## config.mk

```make
export PLATFORM = sky130hd
export DESIGN_NAME = vcss_axi_err_slv
export DESIGN_NICKNAME = d
export VERILOG_FILES = /design/src/rtl/vcss_err_pkg.sv /design/src/rtl/vcss_err_id_fifo.sv /design/src/rtl/vcss_axi_err_slv.sv
export SDC_FILE = /design/constraint.sdc
export NUM_CORES = 1
export LEC_CHECK = 0
export BUFFER_PORTS_ARGS = -buffer_cell sky130_fd_sc_hd__buf_2
export CORE_MARGIN = 5
export CORE_UTILIZATION = 42
export CTS_CLUSTER_SIZE = 25
export DETAILED_ROUTE_END_ITERATION = 7
export PLACE_DENSITY = 0.81
export SLEW_MARGIN = 10
export SYNTH_ARGS = -nofsm -noshare
export SYNTH_HDL_FRONTEND = slang
export SYNTH_SLANG_ARGS = --single-unit
```

## constraint.sdc

```tcl
create_clock -name clk_i -period 2.4 [get_ports clk_i]
set_input_delay 0.12 -clock clk_i [delete_from_list [all_inputs] [get_ports clk_i]]
set_output_delay 0.12 -clock clk_i [all_outputs]
set_load 0.005 [all_outputs]
```

## src/rtl/vcss_err_pkg.sv

```systemverilog
// ---------------------------------------------------------------------------
// vcss_err_pkg
//   Shared definitions for the vcss AXI4 error responder:
//     RESP_DECERR / RESP_SLVERR  AXI response codes
//     r_state_e                  read-channel FSM states
//     ERR_CNT_W                  width of the error transaction counter
//     sat_add()                  saturating add of 0..2 completions to the counter
// ---------------------------------------------------------------------------
package vcss_err_pkg;

  localparam logic [1:0] RESP_DECERR = 2'b11;
  localparam logic [1:0] RESP_SLVERR = 2'b10;

  localparam int unsigned ERR_CNT_W = 16;

  typedef enum logic [0:0] {
    R_IDLE  = 1'b0,
    R_BURST = 1'b1
  } r_state_e;

  // Adds 0, 1 or 2 completions and clamps at all-ones instead of wrapping.
  function automatic logic [ERR_CNT_W-1:0] sat_add(
    input logic [ERR_CNT_W-1:0] cnt,
    input logic [1:0]           inc
  );
    logic [ERR_CNT_W:0] sum;
    sum = {1'b0, cnt} + {{(ERR_CNT_W-1){1'b0}}, inc};
    if (sum[ERR_CNT_W]) begin
      sat_add = {ERR_CNT_W{1'b1}};
    end else begin
      sat_add = sum[ERR_CNT_W-1:0];
    end
  endfunction

endpackage

```

## src/rtl/vcss_err_id_fifo.sv

```systemverilog
// ---------------------------------------------------------------------------
// vcss_err_id_fifo
//   Small FIFO holding AW IDs that are waiting for their W burst to finish.
//   Pointers carry one extra wrap bit so full and empty are distinguishable
//   without a separate occupancy counter.
// Ports
//   clk_i, rst_ni   clock, asynchronous active-low reset (FIFO empties)
//   push_i          write push_id_i (ignored while full)
//   push_id_i       ID to store
//   pop_i           drop head entry (ignored while empty)
//   pop_id_o        ID at the head of the FIFO
//   full_o, empty_o occupancy flags
// ---------------------------------------------------------------------------
module vcss_err_id_fifo #(
  parameter int unsigned ID_W  = 9,
  parameter int unsigned DEPTH = 4
) (
  input  logic            clk_i,
  input  logic            rst_ni,
  input  logic            push_i,
  input  logic [ID_W-1:0] push_id_i,
  input  logic            pop_i,
  output logic [ID_W-1:0] pop_id_o,
  output logic            full_o,
  output logic            empty_o
);

  localparam int unsigned PTR_W = $clog2(DEPTH) + 1;
  localparam int unsigned IDX_W = PTR_W - 1;

  logic [ID_W-1:0]  mem_r [DEPTH];
  logic [PTR_W-1:0] wr_ptr_r;
  logic [PTR_W-1:0] rd_ptr_r;
  logic             full_s;
  logic             empty_s;
  logic             push_ok_s;
  logic             pop_ok_s;

  // Same index with opposite wrap bit means the writer lapped the reader.
  assign full_s    = (wr_ptr_r[PTR_W-1] != rd_ptr_r[PTR_W-1]) &&
                     (wr_ptr_r[IDX_W-1:0] == rd_ptr_r[IDX_W-1:0]);
  assign empty_s   = (wr_ptr_r == rd_ptr_r);
  assign push_ok_s = push_i && !full_s;
  assign pop_ok_s  = pop_i && !empty_s;

  assign full_o   = full_s;
  assign empty_o  = empty_s;
  assign pop_id_o = mem_r[rd_ptr_r[IDX_W-1:0]];

  // Pointer update; push and pop in one cycle leave occupancy unchanged.
  always_ff @(posedge clk_i or negedge rst_ni) begin
    if (!rst_ni) begin
      wr_ptr_r <= {PTR_W{1'b0}};
      rd_ptr_r <= {PTR_W{1'b0}};
    end else begin
      if (push_ok_s) begin
        wr_ptr_r <= wr_ptr_r + PTR_W'(1);
      end
      if (pop_ok_s) begin
        rd_ptr_r <= rd_ptr_r + PTR_W'(1);
      end
    end
  end

  // ID storage, cleared on reset so the head never shows stale data.
  always_ff @(posedge clk_i or negedge rst_ni) begin
    if (!rst_ni) begin
      for (int i = 0; i < int'(DEPTH); i++) begin
        mem_r[i] <= {ID_W{1'b0}};
      end
    end else if (push_ok_s) begin
      mem_r[wr_ptr_r[IDX_W-1:0]] <= push_id_i;
    end
  end

endmodule

```

## src/rtl/vcss_axi_err_slv.sv

```systemverilog
// ---------------------------------------------------------------------------
// vcss_axi_err_slv
//   AXI4 slave that answers every transaction with an error response. It sits
//   behind an unpopulated vcss slave port so masters never hang: write bursts
//   are drained and answered on B, read bursts return the full number of beats
//   with a fixed data pattern and correct RLAST.
//
// Optional feature (macro VCSS_ERR_SLV_CNT_EN):
//   defined   -> err_cnt_o counts completed B and R bursts, saturating at FFFF
//   undefined -> err_cnt_o is tied to zero and no counter is built
//
// Ports
//   clk_i, rst_ni                      clock, asynchronous active-low reset
//   aw_* / aw_ready_o                  write address (ID kept, addr/len ignored)
//   w_* / w_ready_o                    write data (discarded, WLAST ends burst)
//   b_id_o, b_resp_o, b_valid_o, b_ready_i   write response
//   ar_* / ar_ready_o                  read address (ID and len used)
//   r_id_o, r_data_o, r_resp_o, r_last_o, r_valid_o, r_ready_i  read data
//   err_cnt_o                          error transaction counter
// ---------------------------------------------------------------------------
module vcss_axi_err_slv
  import vcss_err_pkg::*;
#(
  parameter int unsigned ID_W      = 9,
  parameter int unsigned ADDR_W    = 32,
  parameter int unsigned DATA_W    = 64,
  parameter int unsigned AW_DEPTH  = 4,
  parameter logic [1:0]  RESP      = RESP_DECERR,
  parameter logic [63:0] RDATA_PAT = 64'hBADC_AB1E_BADC_AB1E
) (
  input  logic                  clk_i,
  input  logic                  rst_ni,
  // write address
  input  logic [ID_W-1:0]       aw_id_i,
  input  logic [ADDR_W-1:0]     aw_addr_i,
  input  logic [7:0]            aw_len_i,
  input  logic                  aw_valid_i,
  output logic                  aw_ready_o,
  // write data
  input  logic [DATA_W-1:0]     w_data_i,
  input  logic [DATA_W/8-1:0]   w_strb_i,
  input  logic                  w_last_i,
  input  logic                  w_valid_i,
  output logic                  w_ready_o,
  // write response
  output logic [ID_W-1:0]       b_id_o,
  output logic [1:0]            b_resp_o,
  output logic                  b_valid_o,
  input  logic                  b_ready_i,
  // read address
  input  logic [ID_W-1:0]       ar_id_i,
  input  logic [ADDR_W-1:0]     ar_addr_i,
  input  logic [7:0]            ar_len_i,
  input  logic                  ar_valid_i,
  output logic                  ar_ready_o,
  // read data
  output logic [ID_W-1:0]       r_id_o,
  output logic [DATA_W-1:0]     r_data_o,
  output logic [1:0]            r_resp_o,
  output logic                  r_last_o,
  output logic                  r_valid_o,
  input  logic                  r_ready_i,
  // status
  output logic [ERR_CNT_W-1:0]  err_cnt_o
);

  // Repeat the 64-bit pattern across the data bus (truncates when narrower).
  function automatic logic [DATA_W-1:0] rep_pat(input logic [63:0] pat);
    for (int i = 0; i < int'(DATA_W); i++) begin
      rep_pat[i] = pat[i % 64];
    end
  endfunction

  localparam logic [DATA_W-1:0] RDATA_FULL = rep_pat(RDATA_PAT);

  // -------------------------------------------------------------------------
  // Common
  // -------------------------------------------------------------------------
  // Keeps every ready low while reset is asserted and for the first cycle after.
  logic rdy_en_r;

  // Address, data and strobes are accepted but never looked at.
  logic unused_in_s;
  assign unused_in_s = ^{aw_addr_i, aw_len_i, w_data_i, w_strb_i, ar_addr_i};

  // Ready enable comes up one cycle after reset is released.
  always_ff @(posedge clk_i or negedge rst_ni) begin
    if (!rst_ni) begin
      rdy_en_r <= 1'b0;
    end else begin
      rdy_en_r <= 1'b1;
    end
  end

  // -------------------------------------------------------------------------
  // Write path
  // -------------------------------------------------------------------------
  logic            fifo_full_s;
  logic            fifo_empty_s;
  logic [ID_W-1:0] fifo_head_s;
  logic            aw_ready_s;
  logic            w_ready_s;
  logic            aw_hs_s;
  logic            w_last_hs_s;
  logic            b_hs_s;
  logic            b_valid_r;
  logic [ID_W-1:0] b_id_r;

  // No pop bypass: a full FIFO refuses AW even if WLAST pops this cycle.
  assign aw_ready_s  = rdy_en_r && !fifo_full_s;
  // W waits for a buffered AW and for the previous B to leave, keeping B in AW order.
  assign w_ready_s   = !fifo_empty_s && !b_valid_r;
  assign aw_hs_s     = aw_valid_i && aw_ready_s;
  assign w_last_hs_s = w_valid_i && w_ready_s && w_last_i;
  assign b_hs_s      = b_valid_r && b_ready_i;

  vcss_err_id_fifo #(
    .ID_W  (ID_W),
    .DEPTH (AW_DEPTH)
  ) u_id_fifo (
    .clk_i     (clk_i),
    .rst_ni    (rst_ni),
    .push_i    (aw_hs_s),
    .push_id_i (aw_id_i),
    .pop_i     (w_last_hs_s),
    .pop_id_o  (fifo_head_s),
    .full_o    (fifo_full_s),
    .empty_o   (fifo_empty_s)
  );

  // B response register: loaded by WLAST, held until the master takes it.
  always_ff @(posedge clk_i or negedge rst_ni) begin
    if (!rst_ni) begin
      b_valid_r <= 1'b0;
      b_id_r    <= {ID_W{1'b0}};
    end else if (w_last_hs_s) begin
      b_valid_r <= 1'b1;
      b_id_r    <= fifo_head_s;
    end else if (b_hs_s) begin
      b_valid_r <= 1'b0;
    end
  end

  assign aw_ready_o = aw_ready_s;
  assign w_ready_o  = w_ready_s;
  assign b_valid_o  = b_valid_r;
  assign b_id_o     = b_id_r;
  assign b_resp_o   = RESP;

  // -------------------------------------------------------------------------
  // Read path
  // -------------------------------------------------------------------------
  r_state_e        r_state_r;
  r_state_e        r_state_s;
  logic [ID_W-1:0] r_id_r;
  logic [ID_W-1:0] r_id_s;
  logic [7:0]      r_len_r;
  logic [7:0]      r_len_s;
  logic [7:0]      r_cnt_r;
  logic [7:0]      r_cnt_s;
  logic            ar_ready_s;
  logic            r_valid_s;
  logic            r_last_s;

  // Read FSM registers.
  always_ff @(posedge clk_i or negedge rst_ni) begin
    if (!rst_ni) begin
      r_state_r <= R_IDLE;
      r_id_r    <= {ID_W{1'b0}};
      r_len_r   <= 8'd0;
      r_cnt_r   <= 8'd0;
    end else begin
      r_state_r <= r_state_s;
      r_id_r    <= r_id_s;
      r_len_r   <= r_len_s;
      r_cnt_r   <= r_cnt_s;
    end
  end

  // Read FSM next state and channel outputs.
  always_comb begin
    r_state_s  = r_state_r;
    r_id_s     = r_id_r;
    r_len_s    = r_len_r;
    r_cnt_s    = r_cnt_r;
    ar_ready_s = 1'b0;
    r_valid_s  = 1'b0;
    r_last_s   = 1'b0;
    case (r_state_r)
      R_IDLE: begin
        ar_ready_s = rdy_en_r;
        if (ar_valid_i && rdy_en_r) begin
          r_state_s = R_BURST;
          r_id_s    = ar_id_i;
          r_len_s   = ar_len_i;
          r_cnt_s   = 8'd0;
        end else begin
          r_state_s = R_IDLE;
        end
      end
      R_BURST: begin
        r_valid_s = 1'b1;
        r_last_s  = (r_cnt_r == r_len_r);
        if (r_ready_i) begin
          if (r_last_s) begin
            r_state_s = R_IDLE;
          end else begin
            // Last beat leaves the counter alone, so len=255 never wraps it.
            r_cnt_s = r_cnt_r + 8'd1;
          end
        end else begin
          r_state_s = R_BURST;
        end
      end
      default: begin
        r_state_s = R_IDLE;
      end
    endcase
  end

  assign ar_ready_o = ar_ready_s;
  assign r_valid_o  = r_valid_s;
  assign r_last_o   = r_last_s;
  assign r_id_o     = r_id_r;
  assign r_data_o   = RDATA_FULL;
  assign r_resp_o   = RESP;

  // -------------------------------------------------------------------------
  // Error transaction counter
  // -------------------------------------------------------------------------
`ifdef VCSS_ERR_SLV_CNT_EN
  logic                 r_done_s;
  logic [1:0]           err_inc_s;
  logic [ERR_CNT_W-1:0] err_cnt_r;

  assign r_done_s  = r_valid_s && r_ready_i && r_last_s;
  assign err_inc_s = {1'b0, b_hs_s} + {1'b0, r_done_s};

  // Counts finished B and R bursts; both in one cycle add two.
  always_ff @(posedge clk_i or negedge rst_ni) begin
    if (!rst_ni) begin
      err_cnt_r <= {ERR_CNT_W{1'b0}};
    end else begin
      err_cnt_r <= sat_add(err_cnt_r, err_inc_s);
    end
  end

  assign err_cnt_o = err_cnt_r;
`else
  assign err_cnt_o = {ERR_CNT_W{1'b0}};
`endif

endmodule
```

Word-level counts from Yosys, hierarchy flattened
Index checks and enable logic that the tools add are counted.
- flip-flop bits (word level): 79
- bits in latches: 0
- bits in writable memories: 0
- bits in read-only memories: 0
- bits of input ports: 178
- output and inout bits: 108
- word-level logic and storage cells: 65
- memories kept: 0
- add/sub/neg operators: 3
- $mul: 0
- div/mod/pow operators: 0
- magnitude comparators: 3
- equality and inequality tests: 7
- shift-type cells: 0
- multiplexer cells: 19
- bitwise gates (word level): 3
- reductions and logical operators: 17
- operator list (operator ; number):
    36-bit bitwise mux ; 1
    9-bit 2-to-1 mux ; 3
    8-bit 2-to-1 mux ; 3
    9-bit binary-select mux with 2-bit select ; 1
    9-bit demux with 2-bit select ; 1
    8-bit one-hot mux with 2 select lines ; 1
    1-bit logical AND ; 11
    8-bit by 1-bit adder with 8-bit output, second input constant ; 1
    8-bit == test ; 1
    1-bit 2-to-1 mux ; 8
    3-bit by 1-bit adder with 3-bit output, second input constant ; 2
    3-bit greater-or-equal comparator, second input constant ; 2
    2-bit != test, second input constant ; 3
    2-bit inverter with 3-bit output ; 2
    3-bit == test ; 1
    1-bit zero test ; 3
    3-bit by 1-bit less-than comparator with 1-bit output, second input constant ; 1
    3-bit AND reduction ; 1
    2-bit == test ; 1
    1-bit one-hot mux with 2 select lines ; 1
    2-bit AND reduction ; 1
    2-bit nonzero test ; 1
    1-bit != test ; 1
    1-bit inverter ; 1

Logic depth before layout (Yosys ltp)
Gate-level depths: netlist (run 1).
- depth in word-level cells: 6
- gate-level depth with buffers: 5
- gate-level depth less buffers: 5

By module
From an unflattened synthesis (run 1), not the netlist that was laid out.
- cell total of the unflattened synthesis: 386
- area, all modules: 4345.4 µm²
- modules (own cells, without submodules) (module ; times used ; cells an instance ; area an instance (µm²) ; seq. area each (µm²)):
    vcss_axi_err_slv ; 1 ; 257 ; 2342.2 ; 925.9
    vcss_err_id_fifo ; 1 ; 129 ; 2003.2 ; 1051.0

Least setup slack after synthesis (run 1)
Ideal clock, no wire load.
- path type: register to register
- start point: register u_id_fifo.wr_ptr_r[1]
- end point: register b_id_r[0], in the netlist b_id_o[0]
- setup time: 0.125 ns
- arrival: 1.548 ns
- required time: 2.275 ns
- path slack: 0.727 ns
- stages on the path, launching flop included: 5
- buffers on the path: 1
- period minus slack after synthesis: 1.673 ns
- cells stage by stage: dfrtp_1 -> xnor2_1 -> a311oi_2 -> buf_6 -> mux2_2
- cells in the longest elaborated chain, start to end: 5
- ends and longest elaborated chain (element ; RTL line ; text):
    start, declared ; vcss_err_id_fifo.sv:32 ; logic [PTR_W-1:0] wr_ptr_r;
    start signal, assigned ; vcss_err_id_fifo.sv:53 ; wr_ptr_r <= {PTR_W{1'b0}};
    start signal, assigned ; vcss_err_id_fifo.sv:57 ; wr_ptr_r <= wr_ptr_r + PTR_W'(1);
    3-bit == test ; vcss_err_id_fifo.sv:42 ; assign empty_s = (wr_ptr_r == rd_ptr_r);
    1-bit zero test ; vcss_axi_err_slv.sv:112 ; assign w_ready_s = !fifo_empty_s && !b_valid_r;
    1-bit logical AND ; vcss_axi_err_slv.sv:112 ;
    1-bit logical AND (2 in series) ; vcss_axi_err_slv.sv:114 ; assign w_last_hs_s = w_valid_i && w_ready_s && w_last_i;
    end signal, assigned ; vcss_axi_err_slv.sv:135 ; b_id_r <= {ID_W{1'b0}};
    end signal, assigned ; vcss_axi_err_slv.sv:138 ; b_id_r <= fifo_head_s;
    end, declared ; vcss_axi_err_slv.sv:107 ; logic [ID_W-1:0] b_id_r;
Every way passes these cells.
A chain may end at the register's enable or synchronous reset.

Worst setup path in the final report (run 1)
- start point: register r_cnt_r[1]
- end point: output r_last_o
- cells in the longest elaborated chain, start to end: 2
- ends and longest elaborated chain (element ; RTL line ; text):
    start, declared ; vcss_axi_err_slv.sv:159 ; logic [7:0] r_cnt_r;
    start signal, assigned ; vcss_axi_err_slv.sv:176 ; r_cnt_r <= r_cnt_s;
    8-bit == test ; vcss_axi_err_slv.sv:203 ; r_last_s = (r_cnt_r == r_len_r);
    1-bit 2-to-1 mux ; vcss_axi_err_slv.sv:189 ; case (r_state_r)
    end, declared ; vcss_axi_err_slv.sv:60 ; output logic r_last_o,
Every way passes these cells.

==> results.toml, run 1 <==
[run_status]
status = "finished clean"

[floorplan]
start_util_pct = 43.0
dieArea_sq_mm = 0.0121
fp-row-count = 36
io_pins = 286
coreArea_sq_mm = 0.00977
die_x_microns = 110
die_y_microns = 110

[clock_tree]
clkTransAtPathRegs_ps = 90
clock_path_buffers = 2
htreeDepth = 3
cts.sinks = 79
clk_latency_ps = 360
cts_tree = "yes"
cts-root-buf = "clkbuf_8"
cts_buffers = 9
cts_resized = 0
cts_setup_buffers = 0

[pwr]
p_per_area_mw_per_mm2 = 1160
leakagePower_uw = 0.00223
comb_power_share_pct = 37.4
pwr-share-seq_pct = 43.4
p_int_uw = 3640
p_clk_share_pct = 19.2
switching_share_pct = 33.5
p_sw_uw = 1830
irDropWorstVdd_v = 0.000630

[hold_path]
hold_class = "primary input to register"

[detailed_routing]
firstDrtPassIters = 4
vias = 2543
drc = 0
viasPerCell = 4.56
wl_per_cell_microns = 14.6
final_antenna_net_count = 0
wirelength_microns = 8160
drt_iter0_drc = 87

[sta]
hold_viol = 0
slew_headroom_pct = 32.8
setup_viol = 0
fin_ws_ps = 396
finalCriticalPeriod_ps = 2000
rsz0062_at_grt = "no"
drv_slew = 0
fmax_mhz = 499
fin_tns_setup_ps = 0
period_share_pct = 83.5
tightestPinTransition_ps = 1010
clock_skew_ps = 8.78

[critical_path]
crit_arrival_ps = 1880
max_stage_delay_ps = 450
cpLargestDelayFamily = "simple AND/OR/NAND/NOR gates"
worstPathRequired_ps = 2280
crit_slowest_cell = "dfrtp_1"
critPathKind = "register to primary output"
path_buf_inv = 1
ff2ff_setup_slack_ps = 490
critPathLaunchType = "register"
crit_chain = "xnor2_1 -> nand4_1 -> nor3_1 -> buf_2"
critPathCaptureType = "primary output"
worst-path-max-fanout = 11

[global_routing]
grt_pass1_vias = 2520
grt_max_degree = 80
grt_overflow = 0
grt_util_all_layers_pct = 13.4
antenna_found_initial = 1
grt_pass1_wl_microns = 12300

[final_layout]
fin_nets = 604
diodes = 0
area.growth.synth_to_final_pct = 12.3
drive_gt1_share_pct = 36.5
fill_cells = 849

[logic_synthesis]
synthesis.area_sq_mm = 0.00420
synth_compound_area_share_pct = 4.17
avgSynthCellArea_sq_um = 12.4
seq_area_frac_synth_pct = 47.1
synth_top_family_by_area = "multiplexers"
yosys.area_share.adder_pct = 1.79
synth_mux_area_share_pct = 22.2
yosys-top-cells-area = "dfrtp_1 47%, mux2_2 17%, buf_4 15%"
ys_types = 30
yosys.area_share.simple_pct = 4.59
synth_xor_area_share_pct = 3.34
ys_ff_latch = 79
syn_inst = 339
yosysTopAreaCell = "dfrtp_1"
yosysTopAreaCellShare_pct = 47.1
ys_warn_count = 0

[place]
portBuffers = 57
globalplace.congestion = 0.782
place.detailed.hpwl_microns = 5620
dpl_worst_slack_ps = 522

[job]
timing.max_cap.violations = 0
power by group through the flow:
stage	Clock (uW)	Sequential [uW]	Combinational, uW
finish	1050	2380	2050
CTS	1100	2380	2070
global route	1150	2470	2260
global placement	0	2350	1950
detailed placement	0	2410	2040
floorplan	0	2300	1600
Yosys cell counts, drive strengths merged:
| cell type | number |
|---|---|
| mux4 | 9 |
| xor2 | 2 |
| ha | 6 |
| nor2 | 2 |
| mux2 | 63 |
| o21ai | 5 |
| inv | 8 |
| xnor2 | 14 |
| nand2b | 1 |
| a21o | 1 |
| nand4 | 4 |
| o2111ai | 3 |
| conb | 2 |
| nand2 | 20 |
| a311oi | 1 |
| mux2i | 2 |
| nor3 | 6 |
| o211ai | 8 |
| o21a | 1 |
| nor2b | 1 |
| nand3 | 4 |
| a31oi | 3 |
| clkbuf | 5 |
| or3 | 2 |
| buf | 87 |
| dfrtp | 79 |
per-layer routing:
layer,GRT usage [%],share of wire (%),routed length (microns),up-vias
li1,-,-,-,1167
met2,24.0,51,4150,128
met1,14.7,37,3040,1236
met3,5.24,11,870,10
met5,0,0.25,20,-
met4,4.10,1.0,83,2
final timing paths:
| kind | from | endpoint | cells past startpoint |
|---|---|---|---|
| worst max register to register | u_id_fifo.wr_ptr_r[0]$_DFFE_PN0P_ | u_id_fifo.mem_r[8]$_DFFE_PN0P_ | 4 |
| worst min register to register | r_id_o[4]$_DFFE_PN0P_ | r_id_o[4]$_DFFE_PN0P_ | 1 |
| worst min-delay path | b_ready_i | b_valid_o$_DFFE_PN0P_ | 3 |
| worst max-delay path | r_cnt_r[1]$_DFFE_PN0P_ | r_last_o | 4 |
| min in group asynchronous | rst_ni | u_id_fifo.mem_r[16]$_DFFE_PN0P_ | 2 |
| max in group asynchronous | rst_ni | r_id_o[3]$_DFFE_PN0P_ | 2 |
metrics by stage:
| step | std cells | util, % | hold slack [ps] | power, uW | area [sq um] |
|---|---|---|---|---|---|
| floorplan | 422 | - | -176 | 3910 | 4510 |
| global placement | 524 | 44.3 | 329 | 4300 | 4330 |
| detailed placement | 524 | 44.3 | 356 | 4450 | 4330 |
| CTS | 558 | 48.3 | 2.32 | 5550 | 4720 |
| global route | 558 | 48.3 | 8.65 | 5880 | 4720 |
| finish | 558 | 48.3 | 23.0 | 5480 | 4720 |
cell usage in the layout (no fill, tap or decap), drive strengths merged, types with 8 or more instances in the layout:
| cell type | count |
|---|---|
| dfrtp | 79 |
| mux4 | 9 |
| o211ai | 8 |
| buf | 61 |
| dlygate4sd3 | 18 |
| clkbuf | 10 |
| inv | 11 |
| nand2 | 20 |
| conb | 85 |
| mux2 | 63 |
| xnor2 | 14 |
sequential cells by signal, indices dropped and copies added (netlist names):
name	flops
rdy_en_r	1
r_state_r	1
u_id_fifo.mem_r	36
u_id_fifo.rd_ptr_r	3
b_id_o	9
r_cnt_r	8
r_id_o	9
u_id_fifo.wr_ptr_r	3
r_len_r	8
b_valid_o	1
worst reg2reg max path, stage by stage (launching register included):
cell     delay [ps]
dfrtp_1         430
xnor2_1         440
a31oi_4         230
nand2_2         320
mux2_2          380
final cells by class:
class	instances	area [sq um]	area share, %
sequential	79	1980	41.9
multi-input combinational	243	1830	38.9
timing repair buffer	79	498	10.6
tap	133	166	3.53
clock buffer	10	138	2.92
clock inverter	6	75.1	1.59
inverter	8	30.0	0.636
cell families (layout without fill, tap and decap cells):
group / Yosys count / in the layout
compound gates: 22 / 22
xor+xnor: 16 / 16
fa+ha+maj: 6 / 6
buf+inv: 100 / 103
flops: 79 / 79
mux: 74 / 74
other cells: 2 / 85
simple gates: 40 / 40
timing repair:
action                                  in CTS  in global routing
endpoints found under the setup margin       0                  0
hold endpoints to repair                    96                  0
hold buffers                                18                  0
Note: power is estimated with default switching activity, not from simulation.
==> run 2, diff against run 1 <==
--- a/config.mk
+++ b/config.mk
@@ -7,10 +7,10 @@
 export LEC_CHECK = 0
 export BUFFER_PORTS_ARGS = -buffer_cell sky130_fd_sc_hd__buf_2
 export CORE_MARGIN = 5
-export CORE_UTILIZATION = 42
+export CORE_UTILIZATION = 38
 export CTS_CLUSTER_SIZE = 25
 export DETAILED_ROUTE_END_ITERATION = 7
-export PLACE_DENSITY = 0.81
+export PLACE_DENSITY = 0.77
 export SLEW_MARGIN = 10
 export SYNTH_ARGS = -nofsm -noshare
 export SYNTH_HDL_FRONTEND = slang
==> constraint.sdc (replaced) <==
create_clock -name clk_i -period 1.7 [get_ports clk_i]
set_input_delay 0.085 -clock clk_i [delete_from_list [all_inputs] [get_ports clk_i]]
set_output_delay 0.085 -clock clk_i [all_outputs]
set_load 0.005 [all_outputs]
==> results.toml, run 2 (synthesized netlist as in run 1, its figures left out) <==
[final_layout]
largest_reg_flops = 36
largest-register = "u_id_fifo.mem_r"
multi_input_area_sq_mm = 0.00189
fin_nets = 627
drive_gt1_share_pct = 40.0
fill_cells = 946
diodes = 0
layout_commonest_cell = "conb_1"
area.growth.synth_to_final_pct = 19.2
regArea_sq_mm = 0.00198
layout_common_cells = "85 x conb_1, 75 x dfrtp_1, 63 x mux2_2, 56 x buf_2, 28 x dlygate4sd3_1"

[clock_tree]
cts_tree = "yes"
htreeDepth = 3
clk_latency_ps = 360
cts-root-buf = "clkbuf_8"
cts.sinks = 79
cts_buffers = 9
clkTransAtPathRegs_ps = 90
cts_setup_buffers = 0
clock_path_buffers = 2

[global_routing]
grt_pass1_wl_microns = 13300
antenna_found_initial = 0
busiest_layer = "met2"
grt_util_all_layers_pct = 12.7
grt_max_degree = 38
grt_overflow = 0
globalRouteMet1Util_pct = 15.1
use_met3_pct = 4.32
grt_pass1_vias = 2683
met2_usage_pct = 21.8

[pwr]
p_clk_share_pct = 17.2
switching_share_pct = 34.0
p_total_uw = 8030
leakagePower_uw = 0.00239
p_per_area_mw_per_mm2 = 1600
pwr-share-seq_pct = 42.1
irDropWorstVdd_v = 0.000859
p_sw_uw = 2730
comb_power_share_pct = 40.7
p_int_uw = 5300

[detailed_routing]
viasPerCell = 4.51
drt_iter0_drc = 71
vias = 2649
firstDrtPassIters = 4
final_antenna_net_count = 0
wirelength_microns = 8230
drc = 0
wl_per_cell_microns = 14.0

[critical_path]
worst-path-max-fanout = 9
ff2ff_setup_slack_ps = -0.2
worstPathRequired_ps = 1940
path_buf_inv = 0
reg2reg_depth = 4
crit_slowest_cell = "dfrtp_1"
crit_arrival_ps = 1940
critPathLaunchType = "register"
cpLargestDelayFamily = "flip-flops"
r2r_end = "u_id_fifo.mem_r[22]$_DFFE_PN0P_"
critPathCaptureType = "register"
crit_chain = "xor2_1 -> a31oi_4 -> nand2_2 -> mux2_2"
max_stage_delay_ps = 420
critPathKind = "register to register"
r2r_start = "u_id_fifo.rd_ptr_r[2]$_DFFE_PN0P_"

[floorplan]
fp-row-count = 38
die_x_microns = 115
io_pins = 286
coreArea_sq_mm = 0.0108
dieArea_sq_mm = 0.0133
die_y_microns = 115
start_util_pct = 38.7

[place]
dpl_worst_slack_ps = -77.5
place.detailed.hpwl_microns = 5870
globalplace.congestion = 0.823
portBuffers = 57

[run_status]
violations = "setup timing"
status = "finished, violations left"

[job]
timing.max_cap.violations = 0

[sta]
rsz0062_at_grt = "yes"
period_share_pct = 100
drv_slew = 0
fmax_mhz = 588
hold_slack_ps = 79.0
fin_ws_ps = -0.234
hold_viol = 0
clock_skew_ps = 9.94
fin_tns_setup_ps = -0.234
setup_viol = 1
finalCriticalPeriod_ps = 1700

[hold_path]
hold_class = "primary input to register"
whs_endpoint = "r_cnt_r[1]$_DFFE_PN0P_"
min_from = "r_ready_i"
hold_depth = 3
run 2: worst max path at each step:
stage / from / end / slack (ps) / cells after the start
2_1_floorplan: u_id_fifo.wr_ptr_r[1]$_DFFE_PN0P_ / b_id_o[0]$_DFFE_PN0P_ / 30 / 4
3_3_place_gp: u_id_fifo.wr_ptr_r[1]$_DFFE_PN0P_ / u_id_fifo.mem_r[5]$_DFFE_PN0P_ / -30 / 4
3_5_place_dp: u_id_fifo.rd_ptr_r[0]$_DFFE_PN0P_ / u_id_fifo.mem_r[4]$_DFFE_PN0P_ / -80 / 4
4_1_cts: u_id_fifo.wr_ptr_r[2]$_DFFE_PN0P_ / u_id_fifo.mem_r[22]$_DFFE_PN0P_ / -10 / 4
5_1_grt: u_id_fifo.wr_ptr_r[2]$_DFFE_PN0P_ / u_id_fifo.mem_r[22]$_DFFE_PN0P_ / -80 / 4
6_report: u_id_fifo.rd_ptr_r[2]$_DFFE_PN0P_ / u_id_fifo.mem_r[22]$_DFFE_PN0P_ / -0.2 / 4
run 2: stage by stage:
| step | cell area [sq um] | utilization [%] | cells |
|---|---|---|---|
| after floorplan | 4510 | - | 422 |
| after global placement | 4470 | 41.2 | 544 |
| after detailed placement | 4470 | 41.2 | 544 |
| after CTS | 4970 | 45.9 | 588 |
| after global routing | 5010 | 46.2 | 588 |
| final | 5010 | 46.2 | 588 |
run 2: timing repair:
item | in CTS | in global routing
pin swaps | 1 | 1
gates cloned | 0 | 0
resized for setup | 5 | 8
hold buffers | 28 | 0
endpoints found under the hold margin | 88 | 0
endpoints found under the setup margin | 37 | 28
run 2: layer usage:
metal / up-vias / routed length, microns / share of wire, %
li1: 1214 / - / -
met1: 1304 / 3230 / 39
met2: 119 / 4100 / 50
met3: 12 / 801 / 9.7
met4: 0 / 99 / 1.2
met5: - / 0 / 0
run 2: power by group through the flow:
stage	Clock, uW	Sequential (uW)	Combinational [uW]
after floorplan	0	3250	2260
final	1390	3380	3270
after CTS	1450	3350	3250
after global placement	0	3290	3020
after global routing	1540	3500	3600
after detailed placement	0	3360	3150
run 2: worst min-delay path: stages:
cell and delay [ps]:
buf_2 140, o2111ai_1 80, o211ai_1 90
run 2: cell type report:
cell class | instances | share of cell area (%)
flip-flops and latches | 79 | 39.6
multi-input cells | 243 | 37.7
repair buffers | 102 | 14.7
well taps | 140 | 3.50
clock buffers | 10 | 2.75
clock inverters | 6 | 1.15
inverters | 8 | 0.600
